**src/rtl/bw_io_impctl_pkg.sv**
```systemverilog
// ---------------------------------------------------------------------------
// bw_io_impctl_pkg
// Shared types and default constants for the pull-up impedance-control
// calibration loop (bw_io_impctl_upcntl and its up/down code counter).
//   state_t : calibration FSM states
//   dir_t   : code step direction (UP = stronger pull-up, DN = weaker)
//   DEF_*   : default parameter values for the loop
//   cnt_width(): bit width needed to hold a counter value 0..max_val
// ---------------------------------------------------------------------------
package bw_io_impctl_pkg;

    localparam int                CODE_W            = 8;
    localparam logic [CODE_W-1:0] DEF_INIT_CODE     = 8'h80;
    localparam int                DEF_SETTLE_CYC    = 16;
    localparam int                DEF_SCLK_LAT      = 3;
    localparam int                DEF_FILT_CNT      = 4;
    localparam int                DEF_LOCK_TOGGLES  = 4;

    typedef enum logic [2:0] {
        ST_IDLE    = 3'd0,
        ST_SETTLE  = 3'd1,
        ST_STROBE  = 3'd2,
        ST_CAPTURE = 3'd3,
        ST_EVAL    = 3'd4
    } state_t;

    typedef enum logic {
        DIR_UP = 1'b0,
        DIR_DN = 1'b1
    } dir_t;

    // Width of a counter that must represent every value 0..max_val.
    // Never returns less than one bit so degenerate parameters still elaborate.
    function automatic int cnt_width(input int max_val);
        if (max_val < 2) begin
            return 1;
        end
        return $clog2(max_val + 1);
    endfunction

endpackage

```
**src/rtl/bw_io_impctl_updn_ctr.sv**
```systemverilog
// ---------------------------------------------------------------------------
// bw_io_impctl_updn_ctr
// Saturating up/down register holding the pull-up drive code, plus the
// saturation flags and the reversal counter that decides lock.
//
// Ports:
//   clk      in   core clock
//   reset    in   synchronous active-high reset
//   clr      in   calibration disabled: clear toggles, lock and sat flags
//                 (code and last step direction are held)
//   step     in   one-cycle request to move the code by one LSB
//   dir      in   direction of the requested step
//   freeze   in   suppress the requested step entirely
//   code     out  registered drive code
//   upd      out  one-cycle pulse in the first cycle a new code is visible
//   sat_hi   out  last blocked step was UP at all-ones
//   sat_lo   out  last blocked step was DN at zero
//   locked   out  LOCK_TOGGLES consecutive reversals seen (sticky)
// ---------------------------------------------------------------------------
module bw_io_impctl_updn_ctr
    import bw_io_impctl_pkg::*;
#(
    parameter int               WIDTH        = CODE_W,
    parameter logic [WIDTH-1:0] INIT_CODE    = DEF_INIT_CODE,
    parameter int               LOCK_TOGGLES = DEF_LOCK_TOGGLES
) (
    input  logic             clk,
    input  logic             reset,
    input  logic             clr,
    input  logic             step,
    input  dir_t             dir,
    input  logic             freeze,
    output logic [WIDTH-1:0] code,
    output logic             upd,
    output logic             sat_hi,
    output logic             sat_lo,
    output logic             locked
);

    localparam int TOG_W = cnt_width(LOCK_TOGGLES);
    localparam logic [TOG_W-1:0] TOG_MAX = TOG_W'(LOCK_TOGGLES);

    logic [WIDTH-1:0] code_q,   code_d;
    logic             upd_q,    upd_d;
    logic             sat_hi_q, sat_hi_d;
    logic             sat_lo_q, sat_lo_d;
    logic             locked_q, locked_d;
    logic [TOG_W-1:0] tog_q,    tog_d;
    dir_t             last_step_dir_q, last_step_dir_d;

    logic at_max;
    logic at_min;

    assign at_max = (code_q == {WIDTH{1'b1}});
    assign at_min = (code_q == {WIDTH{1'b0}});

    always_comb begin
        code_d          = code_q;
        upd_d           = 1'b0;
        sat_hi_d        = sat_hi_q;
        sat_lo_d        = sat_lo_q;
        locked_d        = locked_q;
        tog_d           = tog_q;
        last_step_dir_d = last_step_dir_q;

        if (clr) begin
            tog_d    = '0;
            locked_d = 1'b0;
            sat_hi_d = 1'b0;
            sat_lo_d = 1'b0;
        end else if (step && !freeze) begin
            if ((dir == DIR_UP) && at_max) begin
                // Blocked at the top rail: no code change, reversal history kept.
                sat_hi_d = 1'b1;
            end else if ((dir == DIR_DN) && at_min) begin
                sat_lo_d = 1'b1;
            end else begin
                if (dir == DIR_UP) begin
                    code_d = code_q + WIDTH'(1);
                end else begin
                    code_d = code_q - WIDTH'(1);
                end
                upd_d    = 1'b1;
                sat_hi_d = 1'b0;
                sat_lo_d = 1'b0;

                // A dithering loop reverses on every applied step; any repeat
                // in the same direction means the loop is still slewing.
                if (dir != last_step_dir_q) begin
                    if (tog_q != TOG_MAX) begin
                        tog_d = tog_q + TOG_W'(1);
                    end
                end else begin
                    tog_d = '0;
                end
                last_step_dir_d = dir;

                if (tog_d == TOG_MAX) begin
                    locked_d = 1'b1;
                end
            end
        end
    end

    always_ff @(posedge clk) begin
        if (reset) begin
            code_q          <= INIT_CODE;
            upd_q           <= 1'b0;
            sat_hi_q        <= 1'b0;
            sat_lo_q        <= 1'b0;
            locked_q        <= 1'b0;
            tog_q           <= '0;
            last_step_dir_q <= DIR_UP;
        end else begin
            code_q          <= code_d;
            upd_q           <= upd_d;
            sat_hi_q        <= sat_hi_d;
            sat_lo_q        <= sat_lo_d;
            locked_q        <= locked_d;
            tog_q           <= tog_d;
            last_step_dir_q <= last_step_dir_d;
        end
    end

    assign code   = code_q;
    assign upd    = upd_q;
    assign sat_hi = sat_hi_q;
    assign sat_lo = sat_lo_q;
    assign locked = locked_q;

endmodule

```
**src/rtl/bw_io_impctl_upcntl.sv**
```systemverilog
// ---------------------------------------------------------------------------
// bw_io_impctl_upcntl
// Closed-loop calibration controller for the pull-up impedance leg. Each
// iteration waits for the pad to settle, strobes the calibration cell,
// waits for the synchronised comparator result and evaluates it. A
// consecutive-vote filter turns FILT_CNT agreeing evaluations into one code
// step; the code counter reports saturation and lock.
//
// Ports:
//   clk      in   core clock
//   reset    in   synchronous active-high reset
//   cal_en   in   enable the loop; low returns to IDLE and clears status
//   freeze   in   suppress code steps while sampling continues
//   above    in   registered comparator result (1 = pad above vref)
//   sclk     out  one-cycle sample strobe to the calibration cell
//   cbu      out  registered pull-up drive code, [WIDTH:1] indexing
//   cbu_upd  out  pulse in the first cycle a new cbu value is visible
//   locked   out  loop converged (sticky until reset or cal_en low)
//   sat_hi   out  an UP step was blocked at all-ones
//   sat_lo   out  a DN step was blocked at zero
// ---------------------------------------------------------------------------
module bw_io_impctl_upcntl
    import bw_io_impctl_pkg::*;
#(
    parameter int               WIDTH        = CODE_W,
    parameter logic [WIDTH-1:0] INIT_CODE    = DEF_INIT_CODE,
    parameter int               SETTLE_CYC   = DEF_SETTLE_CYC,
    parameter int               SCLK_LAT     = DEF_SCLK_LAT,
    parameter int               FILT_CNT     = DEF_FILT_CNT,
    parameter int               LOCK_TOGGLES = DEF_LOCK_TOGGLES
) (
    input  logic           clk,
    input  logic           reset,
    input  logic           cal_en,
    input  logic           freeze,
    input  logic           above,
    output logic           sclk,
    output logic [WIDTH:1] cbu,
    output logic           cbu_upd,
    output logic           locked,
    output logic           sat_hi,
    output logic           sat_lo
);

    // One timer serves both SETTLE and CAPTURE, so size it for the longer.
    localparam int TMR_MAX = (SETTLE_CYC > SCLK_LAT) ? SETTLE_CYC : SCLK_LAT;
    localparam int TMR_W   = cnt_width(TMR_MAX);
    localparam int FILT_W  = cnt_width(FILT_CNT);

    localparam logic [TMR_W-1:0]  SETTLE_LAST = TMR_W'(SETTLE_CYC - 1);
    localparam logic [TMR_W-1:0]  CAPT_LAST   = TMR_W'(SCLK_LAT - 1);
    localparam logic [FILT_W-1:0] FILT_TGT    = FILT_W'(FILT_CNT);

    state_t            state_q,    state_d;
    logic [TMR_W-1:0]  tmr_q,      tmr_d;
    logic [FILT_W-1:0] filt_q,     filt_d;
    dir_t              last_dir_q, last_dir_d;
    logic              sclk_q,     sclk_d;

    logic              step_req;
    dir_t              step_dir;
    logic              ctr_clr;
    dir_t              cur_dir;
    logic [FILT_W-1:0] filt_nx;

    logic [WIDTH-1:0]  code;

    // Next-state, timer and vote filter.
    always_comb begin
        state_d    = state_q;
        tmr_d      = tmr_q;
        filt_d     = filt_q;
        last_dir_d = last_dir_q;
        step_req   = 1'b0;
        step_dir   = DIR_UP;
        ctr_clr    = 1'b0;
        filt_nx    = filt_q;
        // Stronger pull-up raises the pad, so move away from the comparator.
        cur_dir    = above ? DIR_DN : DIR_UP;

        if (!cal_en) begin
            state_d = ST_IDLE;
            tmr_d   = '0;
            filt_d  = '0;
            ctr_clr = 1'b1;
        end else begin
            unique case (state_q)
                ST_IDLE: begin
                    state_d = ST_SETTLE;
                    tmr_d   = '0;
                end

                ST_SETTLE: begin
                    if (tmr_q == SETTLE_LAST) begin
                        state_d = ST_STROBE;
                        tmr_d   = '0;
                    end else begin
                        tmr_d = tmr_q + TMR_W'(1);
                    end
                end

                ST_STROBE: begin
                    state_d = ST_CAPTURE;
                    tmr_d   = '0;
                end

                ST_CAPTURE: begin
                    if (tmr_q == CAPT_LAST) begin
                        state_d = ST_EVAL;
                        tmr_d   = '0;
                    end else begin
                        tmr_d = tmr_q + TMR_W'(1);
                    end
                end

                ST_EVAL: begin
                    state_d = ST_SETTLE;
                    tmr_d   = '0;

                    // A vote in a new direction (or the first vote after a
                    // step) restarts the run at one.
                    if ((cur_dir == last_dir_q) && (filt_q != '0)) begin
                        filt_nx = filt_q + FILT_W'(1);
                    end else begin
                        filt_nx    = FILT_W'(1);
                        last_dir_d = cur_dir;
                    end

                    // The filter clears on a full run even when the step is
                    // frozen or blocked, so each step needs a fresh run.
                    if (filt_nx == FILT_TGT) begin
                        step_req = 1'b1;
                        step_dir = cur_dir;
                        filt_d   = '0;
                    end else begin
                        filt_d = filt_nx;
                    end
                end

                default: begin
                    state_d = ST_IDLE;
                    tmr_d   = '0;
                end
            endcase
        end

        // Registered strobe: high exactly for the cycle spent in STROBE.
        sclk_d = (state_d == ST_STROBE);
    end

    always_ff @(posedge clk) begin
        if (reset) begin
            state_q    <= ST_IDLE;
            tmr_q      <= '0;
            filt_q     <= '0;
            last_dir_q <= DIR_UP;
            sclk_q     <= 1'b0;
        end else begin
            state_q    <= state_d;
            tmr_q      <= tmr_d;
            filt_q     <= filt_d;
            last_dir_q <= last_dir_d;
            sclk_q     <= sclk_d;
        end
    end

    bw_io_impctl_updn_ctr #(
        .WIDTH        (WIDTH),
        .INIT_CODE    (INIT_CODE),
        .LOCK_TOGGLES (LOCK_TOGGLES)
    ) u_ctr (
        .clk    (clk),
        .reset  (reset),
        .clr    (ctr_clr),
        .step   (step_req),
        .dir    (step_dir),
        .freeze (freeze),
        .code   (code),
        .upd    (cbu_upd),
        .sat_hi (sat_hi),
        .sat_lo (sat_lo),
        .locked (locked)
    );

    assign cbu  = code;
    assign sclk = sclk_q;

endmodule

```
**config.mk**
```make
export PLATFORM = sky130hd
export DESIGN_NAME = bw_io_impctl_upcntl
export DESIGN_NICKNAME = d
export VERILOG_FILES = /design/src/rtl/bw_io_impctl_pkg.sv /design/src/rtl/bw_io_impctl_updn_ctr.sv /design/src/rtl/bw_io_impctl_upcntl.sv
export SDC_FILE = /design/constraint.sdc
export NUM_CORES = 1
export LEC_CHECK = 0
export BUFFER_PORTS_ARGS = -buffer_cell sky130_fd_sc_hd__clkbuf_2
export CORE_ASPECT_RATIO = 1.2
export CORE_MARGIN = 4
export CORE_UTILIZATION = 40
export CTS_BUF_LIST = sky130_fd_sc_hd__clkbuf_4
export CTS_CLUSTER_SIZE = 16
export DETAILED_ROUTE_END_ITERATION = 10
export GPL_TIMING_DRIVEN = 0
export HOLD_SLACK_MARGIN = 0.03
export PLACE_DENSITY_LB_ADDON = 0.15
export SETUP_SLACK_MARGIN = 0.02
export SLEW_MARGIN = 20
export SYNTH_ARGS = -nofsm -noshare
export SYNTH_HDL_FRONTEND = slang
export SYNTH_SLANG_ARGS = --single-unit
```
**constraint.sdc**
```tcl
create_clock -name clk -period 4.55 [get_ports clk]
set_input_delay 1.365 -clock clk [delete_from_list [all_inputs] [get_ports clk]]
set_output_delay 1.365 -clock clk [all_outputs]
set_load 0.05 [all_outputs]
```
==> run summary <==
hpwl dp: 2.66 mm
Mapped Cells: 208
Cells after DPL: 279
Synth cell types: 46
Critical R2R Launch: filt_q[0]
final hold vios: 0
reg2reg setup slack: 1010 ps
RSZ-0062 raised after global routing: false
hold depth: 2
total grt overflow: 0
CP endpoint kind: flop
gpl congestion: 0.818
Initial Util: 42.6%
most common cell in the netlist: dfxtp_1
f_max: 255 MHz
Metal-1 WL: 1.67 mm
hold_buf cts: 0
Slew @ Worst Pin: 916 ps
Post-DP Area: 1880 µm²
first-pass GRT wire length: 5.95 mm
max_cap viols: 0
cell area power density: 216 nW/µm²
fin area: 1930 µm²
Clock Pin Slew Worst Setup and Hold Paths: 100 ps
DRT iter0 DRCs: 45
fin crit period: 3920 ps
clock skew: 7.26 ps
via count of the first global-routing pass: 1334
fraction of layout cells with a size suffix above 1: 14.6%
Max transition margin: 38.4%
# DRC: 0
Synth top cells by count: dfxtp_1, nor2_1, nand2_1
CTS root buf: clkbuf_4
wire length on met3: 128 µm
CP max stage delay: 610 ps
LEAKAGE: 0.720 nW
total CTS buffers: 5
Hold WS: 456 ps
fill cell count: 408
Crit path required time: 4820 ps
Post-Layout Cell Count: 287
wire per inst: 12.3 µm
Hold Path Class: flop to flop
setup TNS: 0 ps
Final period util: 86.3%
number of synthesized flops with an enable pin: 0
yosys warns: 0
Slew Limit Fails: 0
sequential area share after synthesis: 33.6%
Top Ports: 18
Area Growth Syn to Fin: 11.7%
Critical Path AT: 4190 ps
initial antenna violation count: 0
Worst VDD drop: 0.000111 V
CP max stage cell: or4b_2
Nets: 252
CTS tree: yes
syn avg cell area: 8.32 µm²
synthesized cell area: 1730 µm²
WHS Endpoint: u_ctr.locked
Die Area: 5450 µm²
width of the chip: 68.0 µm
DR pass1 iterations: 4
Sink Count: 29
Crit Path Max Fanout: 9
largest net degree at the start of global routing: 11
number of port buffers: 17
Via-to-Cell Ratio: 5.14
area leader, netlist: dfxtp_1
critical path startpoint category: input port
Via Count: 1474
synth top area cells: dfxtp_1, ha_1, nor2_1
worst reg2reg endpoint: u_ctr.code[6]
beginning of the worst hold path: u_ctr.locked
core area: 4070 µm²
Yosys reg bits: 29
Final ANT Viol Nets: 0
status: finished, final reports clean
ant diodes: 0
Post-synth ARST share: 0%
met2 routed WL: 1.66 mm
Synthesized Nets: 228
max layer used: met4
Final setup viols: 0
htree depth: 2
setup bufs post-CTS: 0
post-synth top area share: 33.6%
clock latency on the worst-skew pair: 330 ps
Die Ht: 80.1 µm
reg2reg path depth: 11
WS Path Type: input port to flop
CTS resizes: 0
Main synth FF type: dfxtp_1
CTS max path bufs: 2
GR Util All Layers: 14.3%
WL final: 3.52 mm
critical-path cell list: clkbuf_2 > xor2_1 > o21bai_4 > nor2_1 > ha_1 > nor2b_1 > o31a_1 > or4b_2 > a31o_2 > a21oi_1
FP Rows: 25
==> state kept, by name (all words and copies together), names as in the netlist <==
name,flops
u_ctr.tog_q,3
u_ctr.last_step_dir_q,1
u_ctr.code,8
sclk,1
filt_q,3
u_ctr.sat_hi,1
state_q,3
u_ctr.upd,1
last_dir_q,1
u_ctr.sat_lo,1
tmr_q,5
u_ctr.locked,1
==> layer usage <==
layer	track usage, %	vias up
met3	4.20	4
met5	0	-
li1	-	786
met4	5.57	0
met1	16.6	661
met2	24.2	23
==> cells by family after synthesis <==
kind of cell,after synthesis,synth area share [%]
simple gates,87,27.1
xor+xnor,6,3.04
buf+inv,20,4.84
flops,29,33.6
mux,5,2.89
compound gates,46,17.3
fa+ha+maj,15,11.3
==> metrics by stage <==
step | worst slack (ps) | total power, mW | utilization (%)
final | 626 | 0.417 | 47.5
after floorplan | 774 | 0.267 | -
after global placement | 277 | 0.274 | 46.3
after global routing | 451 | 0.439 | 47.5
after CTS | 647 | 0.426 | 47.5
after detailed placement | 292 | 0.274 | 46.3
==> worst max-delay path by stage <==
| stage | startpoint | end | slack [ps] | cells after the start |
|---|---|---|---|---|
| 2_1_floorplan | above | u_ctr.code[6] | 770 | 9 |
| 3_3_place_gp | above | u_ctr.code[6] | 280 | 10 |
| 6_report | above | u_ctr.code[6] | 630 | 10 |
| 4_1_cts | above | u_ctr.code[6] | 650 | 10 |
| 3_5_place_dp | above | u_ctr.code[6] | 290 | 10 |
| 5_1_grt | above | u_ctr.code[6] | 450 | 10 |
==> final cells by class <==
type	count	area (µm²)	area share (%)
clock inverters	3	12.5	0.647
repair buffers	17	85.1	4.40
well taps	54	67.6	3.50
plain buffers	5	27.5	1.42
inverters	15	56.3	2.91
clock buffers	5	37.5	1.94
multi-input cells	159	1070	55.1
flip-flops and latches	29	581	30.0
==> cells in the final DEF (no fill, tap or decap), types with 2 or more instances in the layout <==
cell and instances:
dfxtp_1 29, nor2_1 27, nand2_1 17, clkbuf_2 17, a21oi_1 16, inv_1 15, ha_1 14, o21ai_0 8
nand3_1 7, nor2b_1 5, nor3_1 5, mux2i_1 5, clkbuf_4 5, nor4_1 4, a31oi_1 4, xor2_1 3
clkbuf_1 3, nand2b_1 3, a211oi_1 3, xnor2_1 3, or3_1 3, nor3b_2 2, nand4_1 2, o21a_1 2
and4_1 2, o2111ai_1 2, o31a_1 2, o211ai_1 2, clkinv_1 2
==> worst max-delay path: cells and delay by family <==
kind | cells | cell delay [ps]
adders and majority gates | 1 | 380
buffers and inverters | 1 | 150
AOI/OAI and AO/OA | 4 | 860
and+or+nand+nor | 3 | 1250
xor gates and xnor gates | 1 | 190
==> power breakdown <==
part | total [mW] | switching [mW] | internal (mW)
combinational | 0.0119 | 0.00796 | 0.00398
sequential | 0.256 | 0.00117 | 0.254
clock | 0.149 | 0.0935 | 0.0558
Power figures use the tool's default switching activity.
